### src/rtl/usb_tx_arbiter.sv
// usb_tx_arbiter: packet-granular arbiter driving the single ULPI TX AXI-Stream
// from three sources (S0 handshake responder, S1 control EP, S2 bulk EP).
// The grant is made in IDLE and held for the whole packet. Data passes through
// combinationally while transferring. A fixed inter-packet gap follows each packet,
// and a bus reset mid-packet drains the rest of the granted packet.
module usb_tx_arbiter #(
  parameter int unsigned IPG_CYCLES = 8,
  parameter bit          RR_ENABLE  = 1'b1
) (
  input  logic       ulpi_clk,
  input  logic       rst,
  input  logic       usb_idle_i,
  input  logic       usb_reset_i,
  input  logic       s0_tvalid_i,
  output logic       s0_tready_o,
  input  logic       s0_tlast_i,
  input  logic [7:0] s0_tdata_i,
  input  logic       s1_tvalid_i,
  output logic       s1_tready_o,
  input  logic       s1_tlast_i,
  input  logic [7:0] s1_tdata_i,
  input  logic       s2_tvalid_i,
  output logic       s2_tready_o,
  input  logic       s2_tlast_i,
  input  logic [7:0] s2_tdata_i,
  output logic       m_tvalid_o,
  input  logic       m_tready_i,
  output logic       m_tlast_o,
  output logic [7:0] m_tdata_o,
  output logic [1:0] grant_o,
  output logic       busy_o,
  output logic       flush_o
);

  typedef enum logic [1:0] {
    ST_IDLE  = 2'd0,
    ST_XFER  = 2'd1,
    ST_FLUSH = 2'd2,
    ST_GAP   = 2'd3
  } state_t;

  // The gap counter is loaded with IPG-1 so that the gap lasts exactly IPG cycles.
  localparam bit         NO_GAP   = (IPG_CYCLES == 32'd0);
  localparam logic [7:0] IPG_LOAD = 8'((IPG_CYCLES == 32'd0) ? 32'd0 : IPG_CYCLES - 32'd1);

  state_t     state_q, state_d;
  logic [1:0] grant_q, grant_d;
  logic       rr_q, rr_d;        // 0: S1 is next in the round-robin, 1: S2 is next
  logic [7:0] cnt_q, cnt_d;
  logic       flush_q;

  logic       g_tvalid;
  logic       g_tlast;
  logic [7:0] g_tdata;
  logic       g_tready;
  logic       pkt_end;

  // Select the stream of the current owner.
  always_comb begin
    g_tvalid = s0_tvalid_i;
    g_tlast  = s0_tlast_i;
    g_tdata  = s0_tdata_i;
    case (grant_q)
      2'd1: begin
        g_tvalid = s1_tvalid_i;
        g_tlast  = s1_tlast_i;
        g_tdata  = s1_tdata_i;
      end
      2'd2: begin
        g_tvalid = s2_tvalid_i;
        g_tlast  = s2_tlast_i;
        g_tdata  = s2_tdata_i;
      end
      default: begin
        g_tvalid = s0_tvalid_i;
        g_tlast  = s0_tlast_i;
        g_tdata  = s0_tdata_i;
      end
    endcase
  end

  // Next state, grant selection, round-robin pointer and gap counter.
  always_comb begin
    state_d = state_q;
    grant_d = grant_q;
    rr_d    = rr_q;
    cnt_d   = cnt_q;
    pkt_end = 1'b0;
    case (state_q)
      ST_IDLE: begin
        if (usb_idle_i && !usb_reset_i && (s0_tvalid_i || s1_tvalid_i || s2_tvalid_i)) begin
          state_d = ST_XFER;
          if (s0_tvalid_i) begin
            grant_d = 2'd0;  // S0 wins and does not disturb the S1/S2 rotation
          end else if (s1_tvalid_i && (!s2_tvalid_i || !RR_ENABLE || !rr_q)) begin
            grant_d = 2'd1;
            rr_d    = 1'b1;
          end else begin
            grant_d = 2'd2;
            rr_d    = 1'b0;
          end
        end else begin
          state_d = ST_IDLE;
        end
      end
      ST_XFER: begin
        // A completing last beat beats a coincident bus reset.
        if (g_tvalid && m_tready_i && g_tlast) begin
          pkt_end = 1'b1;
        end else if (usb_reset_i) begin
          state_d = ST_FLUSH;
        end else begin
          state_d = ST_XFER;
        end
      end
      ST_FLUSH: begin
        pkt_end = g_tvalid && g_tlast;
      end
      ST_GAP: begin
        if (cnt_q == 8'd0) begin
          state_d = ST_IDLE;
        end else begin
          cnt_d = cnt_q - 8'd1;
        end
      end
      default: begin
        state_d = ST_IDLE;
      end
    endcase
    if (pkt_end) begin
      if (NO_GAP) begin
        state_d = ST_IDLE;
      end else begin
        state_d = ST_GAP;
        cnt_d   = IPG_LOAD;
      end
    end
  end

  // Stream outputs and per-source readies; only the owner ever sees ready.
  always_comb begin
    m_tvalid_o  = 1'b0;
    m_tlast_o   = 1'b0;
    m_tdata_o   = 8'h00;
    g_tready    = 1'b0;
    s0_tready_o = 1'b0;
    s1_tready_o = 1'b0;
    s2_tready_o = 1'b0;
    case (state_q)
      ST_XFER: begin
        m_tvalid_o = g_tvalid;
        m_tlast_o  = g_tlast;
        m_tdata_o  = g_tdata;
        g_tready   = m_tready_i;
      end
      ST_FLUSH: g_tready = 1'b1;
      default:  g_tready = 1'b0;
    endcase
    case (grant_q)
      2'd1:    s1_tready_o = g_tready;
      2'd2:    s2_tready_o = g_tready;
      default: s0_tready_o = g_tready;
    endcase
  end

  // State, grant, pointer, counter and flush-pulse registers.
  always_ff @(posedge ulpi_clk or posedge rst) begin
    if (rst) begin
      state_q <= ST_IDLE;
      grant_q <= 2'd0;
      rr_q    <= 1'b0;
      cnt_q   <= 8'd0;
      flush_q <= 1'b0;
    end else begin
      state_q <= state_d;
      grant_q <= grant_d;
      rr_q    <= rr_d;
      cnt_q   <= cnt_d;
      flush_q <= (state_d == ST_FLUSH) && (state_q != ST_FLUSH);
    end
  end

  assign grant_o = grant_q;
  assign busy_o  = (state_q != ST_IDLE);
  assign flush_o = flush_q;

endmodule

### config.mk
export PLATFORM = sky130hd
export DESIGN_NAME = usb_tx_arbiter
export DESIGN_NICKNAME = d
export VERILOG_FILES = /design/src/rtl/usb_tx_arbiter.sv
export SDC_FILE = /design/constraint.sdc
export NUM_CORES = 1
export LEC_CHECK = 0
export CORE_UTILIZATION = 38
export CTS_CLUSTER_SIZE = 14
export DETAILED_ROUTE_END_ITERATION = 12
export MAX_ROUTING_LAYER = met4
export PLACE_DENSITY = 0.86
export SKIP_LAST_GASP = 1
export SYNTH_ARGS = -nofsm -noshare
export SYNTH_HDL_FRONTEND = slang
export SYNTH_SLANG_ARGS = --single-unit
### constraint.sdc
create_clock -name ulpi_clk -period 2 [get_ports ulpi_clk]
set_input_delay 0.4 -clock ulpi_clk [delete_from_list [all_inputs] [get_ports ulpi_clk]]
set_output_delay 0.4 -clock ulpi_clk [all_outputs]
set_load 0.005 [all_outputs]
### Word level (Yosys, flattened, before mapping)

Cells that the tools add are included.

| storage, ports and cells | value |
|---|---|
| bits in registers | 14 |
| bits of input ports | 35 |
| output and inout bits | 17 |
| logic and storage cells | 60 |

| operators by class | value |
|---|---|
| $add $sub $neg | 1 |
| equal/unequal tests | 8 |
| muxes and demuxes | 24 |
| bitwise operators | 1 |
| reductions and logical operators | 21 |

Operators by type and width:

| operator | count |
|---|---|
| 8-bit 2-to-1 mux | 4 |
| 8-bit case mux with 2 select lines | 1 |
| 2-bit 2-to-1 mux | 6 |
| 2-bit == test, second input constant | 4 |
| 8-bit logical NOT | 1 |
| 1-bit 2-to-1 mux | 8 |
| 1-bit case mux with 2 select lines | 4 |
| 8-bit by 1-bit subtractor with 8-bit output, second input constant | 1 |
| 1-bit logical AND | 7 |
| 2-bit case mux with 3 select lines | 1 |
| 2-bit by 1-bit == test with 1-bit output, second input constant | 2 |
| 2-bit inequality test, second input constant | 2 |
| 2-bit AND reduction | 2 |
| 2-bit nonzero test | 2 |
| 1-bit logical NOT | 3 |
| 1-bit logical OR | 3 |
| 3-bit AND reduction | 1 |
| 2-bit logical NOT | 1 |
| 2-bit OR reduction | 1 |
| 1-bit NOT | 1 |

### Logic depth before layout (Yosys ltp)

| logic depth | value |
|---|---|
| depth in word-level cells | 9 |
| depth in mapped cells | 8 |
| gate-level depth less buffers | 7 |

### Worst setup path after synthesis

Ideal clock, no wire load.

| timing | value |
|---|---|
| path kind | flip-flop to flip-flop |
| start | register grant_q[0], in the netlist grant_o[0] |
| end | register flush_q, in the netlist flush_o |
| library setup time | 128 ps |
| data arrival time | 1779 ps |
| data required time | 1872 ps |
| path slack | 93 ps |
| cell stages (with the launch flop) | 9 |
| path buffers | 1 |
| clock period less this slack | 1907 ps |
| cells stage by stage | dfrtp_1 inv_1 ha_1 buf_4 nor2b_1 nor4_2 a31oi_1 o21ai_1 a211oi_2 |

| between the ends | value |
|---|---|
| cells in the longest elaborated chain, start to end | 9 |
| elaborated cells on any way between the ends | 14 |
| those cells by class | eq/ne (3); mux (7); reduce/logical (4) |

RTL lines:

| item | RTL line | RTL |
|---|---|---|
| start, declared | 47 | `logic [1:0] grant_q, grant_d;` |
| start signal, assigned | 176 | `grant_q <= grant_d;` |
| 2-bit == test or 2-bit by 1-bit == test with 1-bit output (tied branches) | 63 | `case (grant_q)` |
| 1-bit case mux with 2 select lines | 63 |  |
| 1-bit logical AND (2 in a row) | 108 | `if (g_tvalid && m_tready_i && g_tlast) begin` |
| 2-bit 2-to-1 mux or 1-bit 2-to-1 mux (tied branches) | 108 |  |
| 2-bit case mux with 3 select lines or 1-bit case mux with 2 select lines (tied branches) | 89 | `case (state_q)` |
| 2-bit 2-to-1 mux * | 130 | `if (pkt_end) begin` |
| 2-bit == test * | 179 | `flush_q <= (state_d == ST_FLUSH) && (state_q != ST_FLUSH);` |
| 1-bit logical AND * | 179 |  |
| end signal, assigned | 179 |  |
| end, declared | 50 | `logic flush_q;` |

Mark *: on every way between the ends. The rest lies on a longest branch, timed or not.
A chain may end at the register's enable or synchronous reset.

### Worst setup path after layout

| timing | value |
|---|---|
| start | register grant_q[1], in the netlist grant_o[1] |
| end | output port m_tvalid_o |

| between the ends | value |
|---|---|
| cells in the longest elaborated chain, start to end | 3 |
| elaborated cells on any way between the ends | 4 |
| those cells by class | eq/ne (2); mux (2) |

RTL lines:

| item | RTL line | RTL |
|---|---|---|
| 2-bit == test or 2-bit by 1-bit == test with 1-bit output (tied branches) | 63 |  |
| 1-bit case mux with 2 select lines * | 63 |  |
| 1-bit 2-to-1 mux * | 149 | `case (state_q)` |
| end, declared | 26 | `output logic m_tvalid_o,` |

Marked as above.

==> flow_metrics.tcl <==
set metrics [dict create \
    via_count 1407 \
    setup_viol 11 \
    syn_nets 184 \
    hold_viol 0 \
    period_share_pct 106 \
    boundaryPins 52 \
    ant_nets 0 \
    grt_pass1_vias 1445 \
    htreeDepth 1 \
    max_cap_viol_count 0 \
    end_kind "output port" \
    gp_congestion 0.822 \
    crit_type "reg -> out" \
    numCtsBuffers 3 \
    dieHeight_um 57.9 \
    synth_top_cell_by_area "dfrtp_1" \
    layout_min_cycle_time_ps 2120 \
    drt_iter0_drc 61 \
    antenna_cells 0 \
    slew_violations 0 \
    fin_hold_ws_ps 447 \
    clock-sinks 14 \
    synth.distinct_cells 39 \
    total_leakage_power_nw 0.962 \
    hpwl_mm 2.98 \
    yosys.area.top_type_share_pct 29.5 \
    p_per_area_mw_per_mm2 1390 \
    cp-startpoint "grant_o[1]$_DFFE_PP0P_" \
    grt.busiest_layer "met2" \
    nFillCells 179 \
    p_total_mw 3.09 \
    rsz0062_at_grt "yes" \
    fin_area_mm2 0.00221 \
    syn-cell-area_mm2 0.00119 \
    grt_pass1_wl_mm 6.65 \
    row_count 19 \
    synth_cells 141 \
    reg2regPathDepth 8 \
    viasPerCell 5.47 \
    drt_pass1_iterations 8 \
    path_clk_slew_ps 80 \
    r2r_start "grant_o[1]$_DFFE_PP0P_" \
    pre_cts_slack_ps -285 \
    grtUsageMet2_pct 49.1 \
    drive_above_1_share_pct 40.3 \
    use_met1_pct 29.2 \
    worstReg2RegEnd "flush_o$_DFF_PP0_" \
    cts_tree "built" \
    outcome "complete, but fails checks" \
    dieWidth_um 57.9 \
    coreArea_mm2 0.00285 \
    antenna_found_initial 0 \
    tightest_slew_ps 506 \
    syn_area_per_cell_um2 8.43 \
    met3_usage_pct 2.90 \
    ys_seq_area_share_pct 29.5 \
    hold_class "in -> async" \
    numPlacedInstances 241 \
    max-vdd-ir-drop_mv 0.776 \
    drt_wl_total_mm 4.24 \
    synth_edf_count 0 \
    violations "DRC, setup timing" \
    port_buffers 51 \
    relSlewSlack_pct 66.2 \
    crit_path_end "m_tvalid_o" \
    ys_dominant_reg_cell "dfrtp_1" \
    cp_max_fo 5 \
    clock_latency_ps 270 \
    cts-root-buf "clkbuf_4" \
    final_cells 257 \
    grt_overflow 0 \
    initial_core_util_pct 41.7 \
    required_ps 1600 \
    synth_common_cells "nand2_1 (19), dfrtp_1 (14), and2_1 (11), inv_1 (11), o21ai_0 (11)" \
    nNetsFinal 270 \
    async_flop_share_pct 100 \
    area_growth_pct 86.3 \
    clock.fmax_ghz 0.471 \
    cp.arrival_ps 1720 \
    track_usage_pct 26.5 \
    cts.path.max_buffers 2 \
    dieArea_mm2 0.00336 \
    tns_ps -634 \
    place_area_mm2 0.00190 \
    yosysMostFrequentCell "nand2_1" \
    grt_max_degree 15 \
    fin_ws_ps -122 \
    wire_per_inst_um 16.5 \
    drcViolationCount 3 \
    ys_ff_latch 14 \
    synth_area_leaders "dfrtp_1 (29%), ha_1 (8.4%), nand2_1 (6.0%), and2_1 (5.8%), a22oi_1 (5.7%)" \
    postLayoutCoreUtil_pct 77.6 \
    r2r_slack_ps -70 \
    start_kind "register" \
    yosys_warnings 0 \
    skew_ps 6.62 \
]
area by class of cell:
cell class,instances,area (um^2),share of cell area (%)
repair buffers,86,797,36.0
multi-input cells,111,946,42.7
inverters,11,43.8,1.98
flip-flops and latches,14,353,15.9
clock buffers,4,36.3,1.64
well taps,31,38.8,1.75
layer usage:
| metal | up-vias | wire length [um] |
|---|---|---|
| li1 | 673 | - |
| met4 | 0 | 99 |
| met1 | 691 | 1590 |
| met5 | - | 0 |
| met3 | 8 | 120 |
| met2 | 35 | 2430 |
report_power, final:
group	internal [mW]	total (mW)	switching, mW
registers	0.404	0.570	0.166
logic	1.27	2.32	1.06
clock network	0.111	0.195	0.0841
total	1.78	3.09	1.31
cells by family (layout without fill, tap and decap cells):
| kind of cell | Yosys count | count (layout) | share of synthesized area [%] |
|---|---|---|---|
| AND/OR/NAND/NOR | 61 | 61 | 28.5 |
| AO/OA/AOI/OAI | 35 | 35 | 21.7 |
| buffers and inverters | 16 | 101 | 6.63 |
| flip-flops | 14 | 14 | 29.5 |
| adder cells (fa/ha/maj) | 8 | 8 | 8.42 |
| XOR/XNOR | 6 | 6 | 4.42 |
| multiplexers | 1 | 1 | 0.842 |
flip-flops by register name (all words and copies together), names as in the netlist:
signal   cells
cnt_q        8
grant_o      2
state_q      2
flush_o      1
rr_q         1
placed cells by master, fill, tap and decap left out, types with 6 or more instances in the layout:
| cell type | count |
|---|---|
| nor2_1 | 6 |
| clkdlybuf4s50_1 | 38 |
| buf_6 | 8 |
| buf_2 | 8 |
| a22oi_2 | 6 |
| nand2_1 | 15 |
| and2_1 | 10 |
| inv_1 | 7 |
| dfrtp_1 | 12 |
| buf_4 | 26 |
critical path, cell delays in order, from the launching register on:
cell and delay (ps):
dfrtp_1 440, inv_2 90, ha_4 200, buf_16 140
a221oi_4 350, nor3b_2 90, buf_2 140
how the worst min path moves through the flow:
stage,to,from,slack [ps]
2_1_floorplan,cnt_q[0]$_DFFE_PP0P_,rst,290
3_3_place_gp,rr_q$_DFFE_PP0P_,rr_q$_DFFE_PP0P_,480
3_5_place_dp,rr_q$_DFFE_PP0P_,rr_q$_DFFE_PP0P_,500
4_1_cts,grant_o[0]$_DFFE_PP0P_,rst,460
5_1_grt,grant_o[1]$_DFFE_PP0P_,rst,500
6_report,cnt_q[5]$_DFFE_PP0P_,rst,450
what timing repair did:
item	4_1_cts	5_1_grt
cloned	2	0
buffers inserted	7	4
pin swaps	13	18
gates resized for setup	93	15
setup endpoints to repair	17	16
hold buffers	0	0
(Power assumes the default switching activity.)
